`src/rtl/fetch_stage.sv`:
```
// Instruction-fetch stage of the 5-stage MIPS pipeline: owns the PC, feeds the
// asynchronous instruction memory and fills the IF/ID pipeline register.
module fetch_stage #(
    parameter logic [31:0] RESET_PC   = 32'h0000_0000,
    parameter int unsigned IMEM_BYTES = 116,
    parameter logic [31:0] NOP_INSTR  = 32'h0000_0000
) (
    input  logic        clk,
    input  logic        reset,
    input  logic        stall,
    input  logic        redirect,
    input  logic [31:0] redirect_target,
    input  logic [31:0] imem_instruction,
    output logic [31:0] pc,
    output logic [31:0] if_id_instruction,
    output logic [31:0] if_id_pc_plus4,
    output logic        if_id_valid,
    output logic        halted
);

    localparam logic [31:0] LAST_PC = 32'(IMEM_BYTES - 32'd4);

    logic [31:0] pc_q, pc_d;
    logic [31:0] instr_q, instr_d;
    logic [31:0] plus4_q, plus4_d;
    logic        valid_q, valid_d;
    logic        halted_q, halted_d;
    logic [31:0] pc_plus4_s;

    assign pc_plus4_s = pc_q + 32'd4;

    // Next-state selection, highest priority first: redirect, stall, halt, range, fetch.
    always_comb begin
        pc_d     = pc_q;
        instr_d  = instr_q;
        plus4_d  = plus4_q;
        valid_d  = valid_q;
        halted_d = halted_q;
        if (redirect) begin
            pc_d     = redirect_target & 32'hFFFF_FFFC;
            instr_d  = NOP_INSTR;
            plus4_d  = 32'h0000_0000;
            valid_d  = 1'b0;
            halted_d = 1'b0;
        end else if (stall) begin
            pc_d     = pc_q;
            instr_d  = instr_q;
            plus4_d  = plus4_q;
            valid_d  = valid_q;
            halted_d = halted_q;
        end else if (halted_q) begin
            pc_d     = pc_q;
            instr_d  = NOP_INSTR;
            plus4_d  = 32'h0000_0000;
            valid_d  = 1'b0;
            halted_d = 1'b1;
        end else if (pc_q > LAST_PC) begin
            // Fetch fell off the end of memory: the memory word is meaningless here.
            pc_d     = pc_q;
            instr_d  = NOP_INSTR;
            plus4_d  = 32'h0000_0000;
            valid_d  = 1'b0;
            halted_d = 1'b1;
        end else begin
            pc_d     = pc_plus4_s;
            instr_d  = imem_instruction;
            plus4_d  = pc_plus4_s;
            valid_d  = 1'b1;
            halted_d = 1'b0;
        end
    end

    // State registers with synchronous active-low reset.
    always_ff @(posedge clk) begin
        if (!reset) begin
            pc_q     <= RESET_PC;
            instr_q  <= NOP_INSTR;
            plus4_q  <= 32'h0000_0000;
            valid_q  <= 1'b0;
            halted_q <= 1'b0;
        end else begin
            pc_q     <= pc_d;
            instr_q  <= instr_d;
            plus4_q  <= plus4_d;
            valid_q  <= valid_d;
            halted_q <= halted_d;
        end
    end

    assign pc                = pc_q;
    assign if_id_instruction = instr_q;
    assign if_id_pc_plus4    = plus4_q;
    assign if_id_valid       = valid_q;
    assign halted            = halted_q;

endmodule

```
`config.mk`:
```
export PLATFORM = sky130hd
export DESIGN_NAME = fetch_stage
export DESIGN_NICKNAME = d
export VERILOG_FILES = /design/src/rtl/fetch_stage.sv
export SDC_FILE = /design/constraint.sdc
export NUM_CORES = 1
export LEC_CHECK = 0
export CAP_MARGIN = 20
export CORE_UTILIZATION = 45
export DETAILED_ROUTE_END_ITERATION = 10
export PLACE_DENSITY_LB_ADDON = 0.25
export SLEW_MARGIN = 10
export SYNTH_ARGS = -nofsm -noshare
export SYNTH_HDL_FRONTEND = slang
export SYNTH_SLANG_ARGS = --single-unit
```
`constraint.sdc`:
```
create_clock -name clk -period 5.1 [get_ports clk]
set_clock_uncertainty 0.15 [all_clocks]
set_input_delay 1.02 -clock clk [delete_from_list [all_inputs] [get_ports clk]]
set_output_delay 1.02 -clock clk [all_outputs]
set_load 0.02 [all_outputs]
```
Word-level counts from Yosys, hierarchy flattened
Cells that the tools add are included.

word-level totals
  bits in latches = 0
  memories kept = 0
  RAM bits = 0
  ROM bits = 0
  output and inout bits = 98
  logic and storage cells = 30
  bits in registers = 98
  input bits = 68

operators by class
  eq/ne operators = 3
  order comparisons = 1
  bitwise logic cells = 4
  reductions and logical operators = 3
  shifts and indexed selects = 0
  div/mod/pow operators = 0
  multipliers = 0
  add/subtract/negate cells = 1
  multiplexer cells = 12

operators by type and width
  kind                                                  count
  2-to-1 mux 32 bit                                     8
  adder 32 x 3 -> 32 bit (second input constant)        1
  > comparator 32 x 7 -> 1 bit (second input constant)  1
  AND reduction 3 bit                                   2
  2-to-1 mux 1 bit                                      4
  != test 2 bit (second input constant)                 2
  inverter 1 bit                                        4
  != test 2 x 1 -> 1 bit (second input constant)        1
  OR reduction 2 bit                                    1

Depth between registers and ports, before layout
  word-level depth = 5
  depth in mapped cells = 8
  mapped depth without buffers = 6

Worst setup path before layout
No wires, ideal clock.

  kind = input -> register
  start point = input redirect
  end point = register instr_q[21], in the netlist if_id_instruction[21]
  setup time = 0.132 ns
  cell stages on the path = 5
  data required time = 4.818 ns
  path buffers = 3
  slack = 2.951 ns
  data arrival time = 1.866 ns
  cell sequence = buf_2 > nand2b_1 > buf_2 > buf_1 > a21oi_1

between the ends
  cells in the longest elaborated chain, start to end = 1

ends and longest elaborated chain
  item                                 RTL line  source
  from (decl)                          11        input logic redirect,
  OR reduction 2 bit (no source line)  n/a
  to (signal assigned)                 83        instr_q <= instr_d;
  to (decl)                            24        logic [31:0] instr_q, instr_d;

Every way passes these cells.
A chain may end at the register's enable or synchronous reset.

==> impl_metrics.sql <==
INSERT INTO impl_metrics (metric_group, metric, value, unit) VALUES
('outcome', 'outcome', 'finished clean', ''),
('yosys', 'synthAdderAreaFrac', '0.00672', ''),
('routing', 'wl', '9.54', 'mm'),
('timing', 'max-slew-margin-rel', '0.407', ''),
('yosys', 'number_of_synthesized_flops_with_an_enable_pin', '0', ''),
('place', 'io_buffers', '159', ''),
('floorplan', 'std_cell_rows', '32', ''),
('cells_and_area', 'final_net_count', '596', ''),
('timing', 'timing.final.hold_violations', '0', ''),
('routing', 'drt_iter0_drc', '192', ''),
('timing', 'setup_viol_count_final', '0', ''),
('yosys', 'synth_compound_area_frac', '0.0833', ''),
('floorplan', 'die_y', '93.0', 'um'),
('critical_path', 'critPathLaunchType', 'primary input', ''),
('cts', 'cts_hold_buffers', '0', ''),
('cts', 'cts-resized-gates', '0', ''),
('critical_path', 'critical_path.max_stage_delay', '0.70', 'ns'),
('place', 'dp.cells', '617', ''),
('timing', 'maxClockFrequency', '355', 'MHz'),
('place', 'routability_congestion', '0.771', ''),
('cts', 'h-tree-depth', '3', ''),
('cells_and_area', 'num_antenna_cells', '0', ''),
('cells_and_area', 'layout.cell_area.non_filler', '5440', 'sq um'),
('yosys', 'cells_after_synth', '385', ''),
('yosys', 'yosysMostFrequentCell', 'sky130_fd_sc_hd__dfxtp_1', ''),
('place', 'dp.final_hpwl', '6.35', 'mm'),
('cells_and_area', 'layoutNonFillerInstCount', '633', ''),
('timing', 'tightest_slew', '0.890', 'ns'),
('cts', 'cts_inserted_buffers', '9', ''),
('flow_run', 'max_cap_viol_count', '0', ''),
('cts', 'insertion_delay', '0.36', 'ns'),
('floorplan', 'core-area', '7850', 'sq um'),
('cells_and_area', 'final_layout_size_suffix_gt1_frac', '0.0603', ''),
('yosys', 'async_reset_ff_frac', '0', ''),
('yosys', 'yosys_warnings', '0', ''),
('yosys', 'netlist_top_cells_count', '94 x sky130_fd_sc_hd__dfxtp_1, 43 x sky130_fd_sc_hd__nand4_1, 41 x sky130_fd_sc_hd__a21oi_1, 41 x sky130_fd_sc_hd__nand2_1', ''),
('yosys', 'synth.yosys.seq_area_share', '0.505', ''),
('cts', 'ctsRootBufferMaster', 'sky130_fd_sc_hd__clkbuf_8', ''),
('place', 'dp_slack', '1.92', 'ns'),
('cts', 'ctsLongestPathBuffers', '2', ''),
('timing', 'setup_tns', '0', 'ns'),
('pwr', 'total_power', '1.46', 'mW'),
('critical_path', 'crit_type', 'in2reg', ''),
('yosys', 'netlist_top_cells_area', 'sky130_fd_sc_hd__dfxtp_1 51%, sky130_fd_sc_hd__nand4_1 7.2%, sky130_fd_sc_hd__mux2i_1 6.5%, sky130_fd_sc_hd__a21oi_1 5.5%, sky130_fd_sc_hd__and3_1 4.4%', ''),
('yosys', 'synth-simple-area-share', '0.254', ''),
('critical_path', 'r2r_depth', '7', ''),
('yosys', 'combinational_family_with_the_most_area_after_synthesis', 'simple AND/OR/NAND/NOR gates', ''),
('timing', 'smallest_setup_slack_after_layout', '2.28', 'ns'),
('cts', 'clkSlewWorstSetupHoldPaths', '0.10', 'ns'),
('critical_path', 'critical_path.startpoint', 'stall', ''),
('critical_path', 'critical_path.cell_chain', 'buf_2, buf_4, clkinv_1, buf_16, nand4_1, a21oi_1', ''),
('timing', 'hold_ws', '0.316', 'ns'),
('global_route', 'antenna_found_initial', '0', ''),
('global_route', 'grt_remaining_overflow', '0', ''),
('pwr', 'powerDensity', '269', 'nW/um^2'),
('yosys', 'synthFlopType', 'sky130_fd_sc_hd__dfxtp_1', ''),
('critical_path', 'critPathArrivalTime', '2.88', 'ns'),
('global_route', 'grt_util_all_layers', '0.223', ''),
('cells_and_area', 'layout-area-overhead-vs-synth', '46.0', '%'),
('critical_path', 'timing.critical_path.to', 'if_id_instruction[0]', ''),
('yosys', 'post_synth.cell_area_avg', '9.67', 'sq um'),
('routing', 'remaining_drc_errors', '0', ''),
('yosys', 'netlist-cell-type-count', '38', ''),
('yosys', 'yosys-mux-area-fraction', '0.0645', ''),
('floorplan', 'floorplan.initialDensity', '0.474', ''),
('global_route', 'grt_first_pass_wirelength', '15.4', 'mm'),
('routing', 'first_pass_iters', '4', ''),
('timing', 'layout_min_cycle_time', '2.82', 'ns'),
('timing', 'rsz0062_at_grt', 'false', ''),
('cts', 'postCtsSetupRepairBufs', '0', ''),
('routing', 'final_antenna_violating_net_count', '0', '');
logic make-up (layout without fill, tap and decap cells):
family,Yosys count,after routing
AND/OR/NAND/NOR,162,162
flip-flops,94,94
AO/OA/AOI/OAI,56,56
buffers and inverters,43,186
multiplexers,24,24
XOR/XNOR,3,3
adder cells (fa/ha/maj),2,2
other,1,4
cells in the final DEF (no fill, tap or decap), types with 3 or more instances in the layout:
master / instances
sky130_fd_sc_hd__clkbuf_8: 9
sky130_fd_sc_hd__o21ai_0: 4
sky130_fd_sc_hd__dfxtp_1: 94
sky130_fd_sc_hd__mux2i_1: 24
sky130_fd_sc_hd__o31ai_1: 3
sky130_fd_sc_hd__nor2b_1: 26
sky130_fd_sc_hd__nand2_1: 41
sky130_fd_sc_hd__inv_8: 4
sky130_fd_sc_hd__nand3_1: 6
sky130_fd_sc_hd__nor2_1: 4
sky130_fd_sc_hd__nand4_1: 43
sky130_fd_sc_hd__nor4_2: 6
sky130_fd_sc_hd__buf_4: 6
sky130_fd_sc_hd__and3_1: 26
sky130_fd_sc_hd__a21oi_1: 41
sky130_fd_sc_hd__clkdlybuf4s50_1: 157
sky130_fd_sc_hd__conb_1: 4
routing by layer:
| layer | part of all wire | wire (um) | up-vias | track usage |
|---|---|---|---|---|
| met1 | 0.43 | 4070 | 1568 | 0.276 |
| li1 | - | - | 1654 | - |
| met3 | 0.081 | 775 | 9 | 0.0649 |
| met4 | 0.0095 | 91 | 0 | 0.0718 |
| met5 | 0 | 0 | - | 0 |
| met2 | 0.48 | 4600 | 123 | 0.370 |
state kept, by name, summed over array words and instances (netlist names):
register,count
if_id_valid,1
halted,1
if_id_pc_plus4,30
pc,30
if_id_instruction,32
layout make-up:
type,count,area [sq um]
sequential,94,1880
inverter,4,15.0
fill,641,2410
multi-input combinational,251,1560
clock buffer,9,124
tap,102,128
timing repair buffer,166,1650
clock inverter,7,71.3
report_power, final:
| group | switching, mW | internal [mW] |
|---|---|---|
| Clock | 0.292 | 0.196 |
| Combinational | 0.103 | 0.103 |
| Sequential | 0.0179 | 0.750 |
| Total | 0.413 | 1.05 |
worst min path at each step:
stage / end / slack [ns] / cells past startpoint
after floorplan: if_id_instruction[0] / 0.38 / 2
after global placement: if_id_instruction[0] / 0.29 / 2
after detailed placement: if_id_instruction[22] / 0.30 / 2
after CTS: if_id_instruction[22] / 0.32 / 2
after global routing: if_id_instruction[3] / 0.33 / 2
final: if_id_instruction[22] / 0.32 / 2
critical path, delay by kind of cell:
family                 cells  cell delay (ns)
and+or+nand+nor            1             0.09
AOI/OAI and AO/OA          1             0.08
buffers and inverters      4             1.66
(Power assumes the default switching activity.)
